<file path="src/rtl/if_fetch.sv">
// Instruction-fetch front end: issues one instruction-memory read per PC,
// presents the fetched {pc, inst, valid} to IF/ID, stalls the PC register while
// a read is outstanding, and re-drives a branch target that arrived mid-read.
module if_fetch #(
    parameter int AW = 32,
    parameter int IW = 32
) (
    input  logic          clk,
    input  logic          rst_n,
    input  logic [AW-1:0] pc_i,
    input  logic [5:0]    stall_i,
    input  logic          branch_flag_i,
    input  logic [AW-1:0] branch_target_i,
    output logic          mem_req_o,
    output logic [AW-1:0] mem_addr_o,
    input  logic          mem_ack_i,
    input  logic [IW-1:0] mem_rdata_i,
    output logic          stall_req_o,
    output logic          pc_fix_o,
    output logic [AW-1:0] pc_fix_addr_o,
    output logic [AW-1:0] if_pc_o,
    output logic [IW-1:0] if_inst_o,
    output logic          if_valid_o
);

    typedef enum logic [1:0] {
        IDLE  = 2'd0,
        WAIT  = 2'd1,
        HOLD  = 2'd2,
        REDIR = 2'd3
    } state_t;

    state_t        state_q;
    logic          kill_q;
    logic          redir_q;
    logic [AW-1:0] redir_addr_q;
    logic          mem_req_q;
    logic [AW-1:0] mem_addr_q;
    logic [AW-1:0] skid_pc_q;
    logic [IW-1:0] skid_inst_q;
    logic          pc_fix_q;
    logic [AW-1:0] pc_fix_addr_q;
    logic [AW-1:0] if_pc_q;
    logic [IW-1:0] if_inst_q;
    logic          if_valid_q;

    // Only the PC and IF stall bits matter to fetch; the rest are unused here.
    logic unused_stall;
    assign unused_stall = ^stall_i[5:2];

    // The PC register may advance only in the IDLE cycle where a read is issued.
    assign stall_req_o = (state_q != IDLE);

    assign mem_req_o     = mem_req_q;
    assign mem_addr_o    = mem_addr_q;
    assign pc_fix_o      = pc_fix_q;
    assign pc_fix_addr_o = pc_fix_addr_q;
    assign if_pc_o       = if_pc_q;
    assign if_inst_o     = if_inst_q;
    assign if_valid_o    = if_valid_q;

    // Fetch FSM; the valid flush/clear defaults come first so a load later in the
    // block wins (a load never coincides with a branch, which always flushes).
    always_ff @(posedge clk or negedge rst_n) begin
        if (!rst_n) begin
            state_q       <= IDLE;
            kill_q        <= 1'b0;
            redir_q       <= 1'b0;
            redir_addr_q  <= '0;
            mem_req_q     <= 1'b0;
            mem_addr_q    <= '0;
            skid_pc_q     <= '0;
            skid_inst_q   <= '0;
            pc_fix_q      <= 1'b0;
            pc_fix_addr_q <= '0;
            if_pc_q       <= '0;
            if_inst_q     <= '0;
            if_valid_q    <= 1'b0;
        end else begin
            if (branch_flag_i || !stall_i[1]) begin
                if_valid_q <= 1'b0;
            end

            case (state_q)
                IDLE: begin
                    if (!stall_i[1]) begin
                        mem_req_q  <= 1'b1;
                        mem_addr_q <= pc_i;
                        kill_q     <= branch_flag_i;
                        state_q    <= WAIT;
                    end
                end

                WAIT: begin
                    if (branch_flag_i) begin
                        kill_q       <= 1'b1;
                        redir_q      <= 1'b1;
                        redir_addr_q <= branch_target_i;
                    end
                    if (mem_ack_i) begin
                        mem_req_q <= 1'b0;
                        if (kill_q || branch_flag_i) begin
                            kill_q <= 1'b0;
                            if (redir_q || branch_flag_i) begin
                                pc_fix_q      <= 1'b1;
                                pc_fix_addr_q <= branch_flag_i ? branch_target_i : redir_addr_q;
                                state_q       <= REDIR;
                            end else begin
                                state_q <= IDLE;
                            end
                        end else if (!stall_i[1]) begin
                            if_pc_q    <= mem_addr_q;
                            if_inst_q  <= mem_rdata_i;
                            if_valid_q <= 1'b1;
                            state_q    <= IDLE;
                        end else begin
                            skid_pc_q   <= mem_addr_q;
                            skid_inst_q <= mem_rdata_i;
                            state_q     <= HOLD;
                        end
                    end
                end

                HOLD: begin
                    if (branch_flag_i) begin
                        state_q <= IDLE;
                    end else if (!stall_i[1]) begin
                        if_pc_q    <= skid_pc_q;
                        if_inst_q  <= skid_inst_q;
                        if_valid_q <= 1'b1;
                        state_q    <= IDLE;
                    end
                end

                REDIR: begin
                    if (!stall_i[0]) begin
                        pc_fix_q <= 1'b0;
                        redir_q  <= 1'b0;
                        state_q  <= IDLE;
                    end
                end

                default: state_q <= IDLE;
            endcase
        end
    end

endmodule

</file>
<file path="config.mk">
export PLATFORM = sky130hd
export DESIGN_NAME = if_fetch
export DESIGN_NICKNAME = d
export VERILOG_FILES = /design/src/rtl/if_fetch.sv
export SDC_FILE = /design/constraint.sdc
export NUM_CORES = 1
export LEC_CHECK = 0
export ABC_AREA = 1
export ABC_CLOCK_PERIOD_IN_PS = 3840
export CAP_MARGIN = 20
export CELL_PAD_IN_SITES_DETAIL_PLACEMENT = 2
export CELL_PAD_IN_SITES_GLOBAL_PLACEMENT = 2
export CORE_MARGIN = 3
export CORE_UTILIZATION = 31
export DETAILED_ROUTE_END_ITERATION = 7
export GPL_TIMING_DRIVEN = 0
export PLACE_DENSITY = 0.93
export SLEW_MARGIN = 20
export SYNTH_ARGS = -nofsm -noshare
export SYNTH_HDL_FRONTEND = slang
export SYNTH_SLANG_ARGS = --single-unit
</file>
<file path="constraint.sdc">
create_clock -name clk -period 3.84 [get_ports clk]
set_input_delay 0.96 -clock clk [delete_from_list [all_inputs] [get_ports clk]]
set_output_delay 0.96 -clock clk [all_outputs]
set_load 0.03 [all_outputs]
</file>
==> results.tsv, run 1 <==
stage	metric	value	unit
min_path	Min-Delay Path Class	primary input to async pin	
clocking	Max Buffers Root-to-Sink	3	
routing	vias after detailed routing	9447	
timing	endpoints failing hold	0	
setup_path	crit path DAT	2.02	ns
power	P per Cell Area	926	nW/µm²
routing	vias per inst	4.95	
setup_path	Worst R2R Path Depth	11	
setup_path	WP data required	2.88	ns
logic_synthesis	Netlist cell types	18	
global_routing	gr usage total	22.2	%
routing	1st-iter DRT viols	381	
die	IO Pins	238	
timing	Layout Skew	0.0174	ns
setup_path	crit path max-delay cell type	clkdlybuf4s50_1	
timing	Max Fclk	336	MHz
timing	worst slew pin tran	0.626	ns
clocking	TritonCTS buffer count	28	
routing	Pre-antenna DRT Iters	4	
finish	Final Core Density	43.5	%
power	Leakage	0.00675	µW
die	Die Area	34500	µm²
global_routing	largest net degree at the start of global routing	88	
clocking	clock tree from TritonCTS	done	
power	switching part of the total	43.6	%
placement	DPL Wire Length	27.5	mm
setup_path	Worst Setup Start Kind	register	
timing	minimum clock period	2.98	ns
placement	PortBufs	233	
setup_path	Critical Path End Type	output pin	
placement	dpl cell area	12900	µm²
logic_synthesis	Yosys Warn Count	0	
finish	commonest non-fill, non-tap cell in the layout	nand2_1	
global_routing	GRT Residual Overflow	0	
setup_path	Reg2Reg Launch Point	state_q[0]	
logic_synthesis	Synth Instances	1218	
timing	setup violators final	0	
die	Chip Width	186	µm
clocking	Clk Latency, worst-skew pair	0.55	ns
setup_path	Top cell by count, worst path	inv_1	
finish	layout cell share with drive strength beyond 1	7.00	%
die	Initial Utilization	31.6	%
routing	drt total wl	38.9	mm
timing	RSZ-0062 raised after global routing	no	
finish	most frequent cells in the layout	nand2_1 (458), clkdlybuf4s50_1 (232), dfrtp_1 (231), o21ai_0 (149), inv_1 (105)	
die	DIE HEIGHT	186	µm
timing	Slew Limit Headroom	58.3	%
setup_path	Critical Path Start	state_q[0]	
setup_path	reg2reg setup slack	1.49	ns
global_routing	first-pass GRT wire length	60.2	mm
timing	Final Max Slew Viols	0	
clocking	Clock H-tree levels	1	
power	clock share of power	20.2	%
setup_path	critical path class	register to output pin	
clocking	clock sink total	231	
status	status	finished clean	
routing	Routed Antenna Nets	0	
setup_path	Buf/Inv on CP	3	
setup_path	reg2reg end	if_inst_o[21]	
power	Worst VDD drop	0.439	mV
finish	nets@finish	1593	
placement	placer congestion estimate	0.808	
routing	# DRC	0	
die	num rows	65	
power	Sequential Power Share	33.6	%
timing	Min Hold Slack	0.373	ns
clocking	post_cts resized	0	
global_routing	initial antenna violation count	9	
timing	PnR worst setup slack	0.862	ns
run	max-cap check violation count	0	
setup_path	CP top delay family	buffers and inverters	
die	Core ar.	31700	µm²
global_routing	vias in the first global route	10800	
clocking	CTS Hold Buffers Added	0	
placement	pre-CTS setup slack	0.985	ns
finish	final instance area	13800	µm²
timing	crit share post-route	77.6	%
setup_path	Largest stage delay, worst path	0.69	ns
power	Sw Pwr	5570	µW
logic_synthesis	Synthesized Nets	1328	
logic_synthesis	Synth Cell Area	10000	µm²
power	Logic pwr share	46.2	%
logic_synthesis	number of synthesized register bits	231	
clocking	Reg clk slew, reported paths	0.06	ns
setup_path	crit path cell chain	inv_1, ha_1, inv_1, clkdlybuf4s50_1	
routing	drt wl/cell	20.4	µm
finish	area delta synth->final	37.8	%
setup_path	Crit Path Max Fanout	4	
logic_synthesis	sequential share of the synthesized area	57.7	%
clocking	number of setup buffers added after CTS	0	
power	Int Power	7210	µW
logic_synthesis	Syn Area/Cell	8.23	µm²
clocking	Root Driver	clkbuf_16	
[metal layers]
| layer | part of all wire (%) | global-route usage (%) |
|---|---|---|
| met1 | 40 | 26.0 |
| met2 | 51 | 40.2 |
| met3 | 5.5 | 4.75 |
| met4 | 3.7 | 7.48 |
| met5 | 0.20 | 0 |
[cells in the mapped netlist]
master	n	area share (%)
nor2_2	3	0.19
nand3_1	68	3.4
a21oi_1	33	1.6
nand4_1	1	0.062
buf_6	7	0.79
nand2_2	1	0.062
buf_4	2	0.15
nor2_1	39	1.5
inv_1	105	3.9
o21ai_0	149	7.4
o21ai_1	47	2.3
buf_2	43	2.1
clkbuf_1	23	0.86
ha_1	4	0.50
inv_2	3	0.11
nand2_1	458	17
clkbuf_2	1	0.050
dfrtp_1	231	58
[flip-flops by register name, summed over array words and instances (netlist names)]
register and flops:
if_valid_o 1, mem_req_o 1, if_pc_o 32, redir_q 1, state_q 2, if_inst_o 32, skid_pc_q 32, mem_addr_o 32
pc_fix_addr_o 32, kill_q 1, skid_inst_q 32, redir_addr_q 32, pc_fix_o 1
[layout make-up]
type                       count  area (µm²)
antenna                        4        10.0
buffer                        76         400
clock buffer                  40         806
clock inverter                 8        80.1
fill                        3500       17900
inverter                     108         405
multi-input combinational    803        3430
sequential                   231        5780
tap                          402         503
timing repair buffer         235        2390
[power groups by stage]
stage	combinational [µW]	sequential, µW	clock [µW]
floorplan	2080	5440	0
global placement	5620	4210	0
detailed placement	5910	4300	0
CTS	6020	4300	2650
global route	6440	4430	2750
finish	5900	4300	2590
[worst max path at each step]
stage | depth (start not counted) | end | slack, ns
after floorplan | 8 | skid_pc_q[23] | 2.01
final | 4 | stall_req_o | 0.86
after detailed placement | 8 | skid_pc_q[22] | 0.98
after global placement | 1 | pc_fix_addr_o[25] | -8.59
after CTS | 4 | stall_req_o | 0.79
after global routing | 4 | stall_req_o | 0.76
[cells by family after synthesis]
| group | Yosys count | share of synthesized area, % |
|---|---|---|
| flip-flops | 231 | 57.7 |
| buffers and inverters | 184 | 8.04 |
| AO/OA/AOI/OAI | 229 | 11.4 |
| adder cells (fa/ha/maj) | 4 | 0.500 |
| AND/OR/NAND/NOR | 570 | 22.3 |
[through the flow]
stage | total power [µW] | std cells | setup TNS, ns
5_1_grt | 13600 | 1906 | 0
3_3_place_gp | 9830 | 1853 | -1979.43
6_report | 12800 | 1907 | 0
3_5_place_dp | 10200 | 1855 | 0
2_1_floorplan | 7510 | 1218 | 0
4_1_cts | 13000 | 1903 | 0
Power figures use the tool's default switching activity.
==> run 2: changes to the inputs <==
--- a/config.mk
+++ b/config.mk
@@ -6,15 +6,15 @@
 export NUM_CORES = 1
 export LEC_CHECK = 0
 export ABC_AREA = 1
-export ABC_CLOCK_PERIOD_IN_PS = 3840
+export ABC_CLOCK_PERIOD_IN_PS = 2850
 export CAP_MARGIN = 20
 export CELL_PAD_IN_SITES_DETAIL_PLACEMENT = 2
 export CELL_PAD_IN_SITES_GLOBAL_PLACEMENT = 2
 export CORE_MARGIN = 3
-export CORE_UTILIZATION = 31
+export CORE_UTILIZATION = 29
 export DETAILED_ROUTE_END_ITERATION = 7
 export GPL_TIMING_DRIVEN = 0
-export PLACE_DENSITY = 0.93
+export PLACE_DENSITY = 0.88
 export SLEW_MARGIN = 20
 export SYNTH_ARGS = -nofsm -noshare
 export SYNTH_HDL_FRONTEND = slang
==> constraint.sdc (replaced) <==
create_clock -name clk -period 2.85 [get_ports clk]
set_input_delay 0.7125 -clock clk [delete_from_list [all_inputs] [get_ports clk]]
set_output_delay 0.7125 -clock clk [all_outputs]
set_load 0.03 [all_outputs]
==> results.tsv, run 2 (same netlist as run 1, synthesis figures left out) <==
stage	metric	value	unit	change
setup_path	Crit Path Max Fanout	4		unchanged
setup_path	crit path max-delay cell type	dfrtp_1		
power	P per Cell Area	1230	nW/µm²	+33%
clocking	clock tree from TritonCTS	done		
clocking	Clk Latency, worst-skew pair	0.54	ns	about the same
setup_path	Top cell by count, worst path	inv_1		
timing	RSZ-0062 raised after global routing	no		
placement	placer congestion estimate	0.759		-6.0%
clocking	CTS Hold Buffers Added	0		unchanged
power	Worst VDD drop	0.533	mV	+22%
global_routing	GR Layer Usage met1	24.9	%	-1.2 points
finish	area delta synth->final	38.4	%	
die	Initial Utilization	29.7	%	-1.9 points
setup_path	crit path cell chain	inv_1, ha_1, inv_1, dlymetal6s2s_1		
routing	vias per inst	4.77		-3.6%
die	DIE HEIGHT	192	µm	+3.3%
timing	minimum clock period	2.39	ns	
clocking	Max Buffers Root-to-Sink	3		unchanged
min_path	Min-Delay Path Class	primary input to async pin		
timing	worst slew pin tran	0.692	ns	+0.0662 ns
clocking	number of setup buffers added after CTS	0		unchanged
global_routing	first-pass GRT wire length	59.5	mm	-1.2%
finish	nets@finish	1592		-0.063%
global_routing	gr usage total	20.3	%	-1.9 points
global_routing	grt met3 use	4.45	%	-0.30 points
global_routing	largest net degree at the start of global routing	84		-4.5%
routing	# DRC	0		unchanged
routing	Routed Antenna Nets	0		unchanged
setup_path	WP data required	2.14	ns	-0.74 ns
clocking	Clock H-tree levels	1		unchanged
setup_path	crit path DAT	1.68	ns	-0.34 ns
clocking	post_cts resized	0		unchanged
finish	commonest non-fill, non-tap cell in the layout	nand2_1		
routing	Pre-antenna DRT Iters	4		unchanged
setup_path	critical path class	register to output pin		
die	Core ar.	33800	µm²	+6.5%
clocking	Reg clk slew, reported paths	0.06	ns	about the same
timing	Final Max Slew Viols	0		unchanged
die	Chip Width	192	µm	+3.3%
clocking	TritonCTS buffer count	27		-3.6%
setup_path	Critical Path End Type	output pin		
run	max-cap check violation count	0		unchanged
global_routing	busiest grt layer	met2		
global_routing	initial antenna violation count	6		-3
global_routing	met2 Use GR	36.2	%	-4.0 points
power	total power	17100	µW	+34%
finish	most frequent cells in the layout	nand2_1 (458), dfrtp_1 (231), clkdlybuf4s50_1 (231), o21ai_0 (149), inv_1 (105)		
die	Die Area	36800	µm²	+6.7%
timing	Max Fclk	418	MHz	
timing	crit share post-route	83.9	%	
die	num rows	67		+3.1%
die	IO Pins	238		unchanged
finish	layout cell share with drive strength beyond 1	7.19	%	+0.19 points
power	Leakage	0.00676	µW	+0.20%
clocking	clock sink total	231		unchanged
setup_path	Worst R2R Path Depth	9		-2
timing	endpoints failing hold	0		unchanged
timing	Layout Skew	0.0240	ns	+0.00663 ns
timing	setup violators final	0		unchanged
global_routing	vias in the first global route	10700		-1.4%
clocking	Root Driver	clkbuf_16		
routing	drt wl/cell	19.2	µm	-6.1%
placement	PortBufs	233		unchanged
timing	Slew Limit Headroom	53.9	%	-4.4 points
status	status	finished clean		
setup_path	Worst Setup Start Kind	register		
routing	vias after detailed routing	9322		-1.3%
routing	1st-iter DRT viols	339		-11%
setup_path	Largest stage delay, worst path	0.40	ns	-0.29 ns
timing	PnR worst setup slack	0.459	ns	-0.403 ns
timing	Min Hold Slack	0.159	ns	-0.214 ns
placement	DPL Wire Length	26.7	mm	-3.2%
placement	pre-CTS setup slack	0.0974	ns	-0.888 ns
routing	drt total wl	37.4	mm	-3.9%
global_routing	GRT Residual Overflow	0		unchanged
## run 2: worst paths after layout
| check | start | to | slack [ns] |
|---|---|---|---|
| max | state_q[0] | stall_req_o | 0.46 |
| min | rst_n | if_inst_o[10] | 0.16 |
| max reg2reg | state_q[0] | if_pc_o[29] | 0.54 |
| min reg2reg | if_inst_o[26] | if_inst_o[26] | 0.47 |
| max in group asynchronous | rst_n | if_pc_o[19] | 1.44 |
| min in group clk | if_inst_o[26] | if_inst_o[26] | 0.47 |
## run 2: area by class of cell
| class | instances | area (µm²) |
|---|---|---|
| buffer | 76 | 400 |
| sequential | 231 | 5780 |
| inverter | 108 | 405 |
| tap | 448 | 561 |
| timing repair buffer | 235 | 2390 |
| clock buffer | 37 | 763 |
| antenna | 2 | 5.00 |
| multi-input combinational | 803 | 3430 |
| fill | 3698 | 19900 |
| clock inverter | 13 | 123 |
## run 2: power breakdown
group | total (µW) | internal (µW) | switching [µW]
combinational | 7830 | 2840 | 4990
clock | 3490 | 2050 | 1440
sequential | 5780 | 4830 | 942
total | 17100 | 9730 | 7370
## run 2: critical path: cells and delay by family (launching register included)
family                     cells  cell delay [ns]
buffers and inverters          3             0.50
DFF                            1             0.40
adders and majority gates      1             0.26
## run 2: per-layer routing
layer  vias up  share of wire [%]
li1       4360                  -
met3        63                5.8
met5         -               0.15
met2       212                 50
met1      4677                 41
met4        10                2.5
## run 2: metrics by stage
stage / std cells / cell area, µm² / utilization [%] / TNS (ns)
after floorplan: 1218 / 10000 / - / 0
after global placement: 1899 / 12900 / 38.2 / -2164.61
after detailed placement: 1901 / 13000 / 38.4 / 0
after CTS: 1951 / 13900 / 41.0 / 0
after global routing: 1952 / 13900 / 41.0 / 0
final: 1953 / 13900 / 41.0 / 0
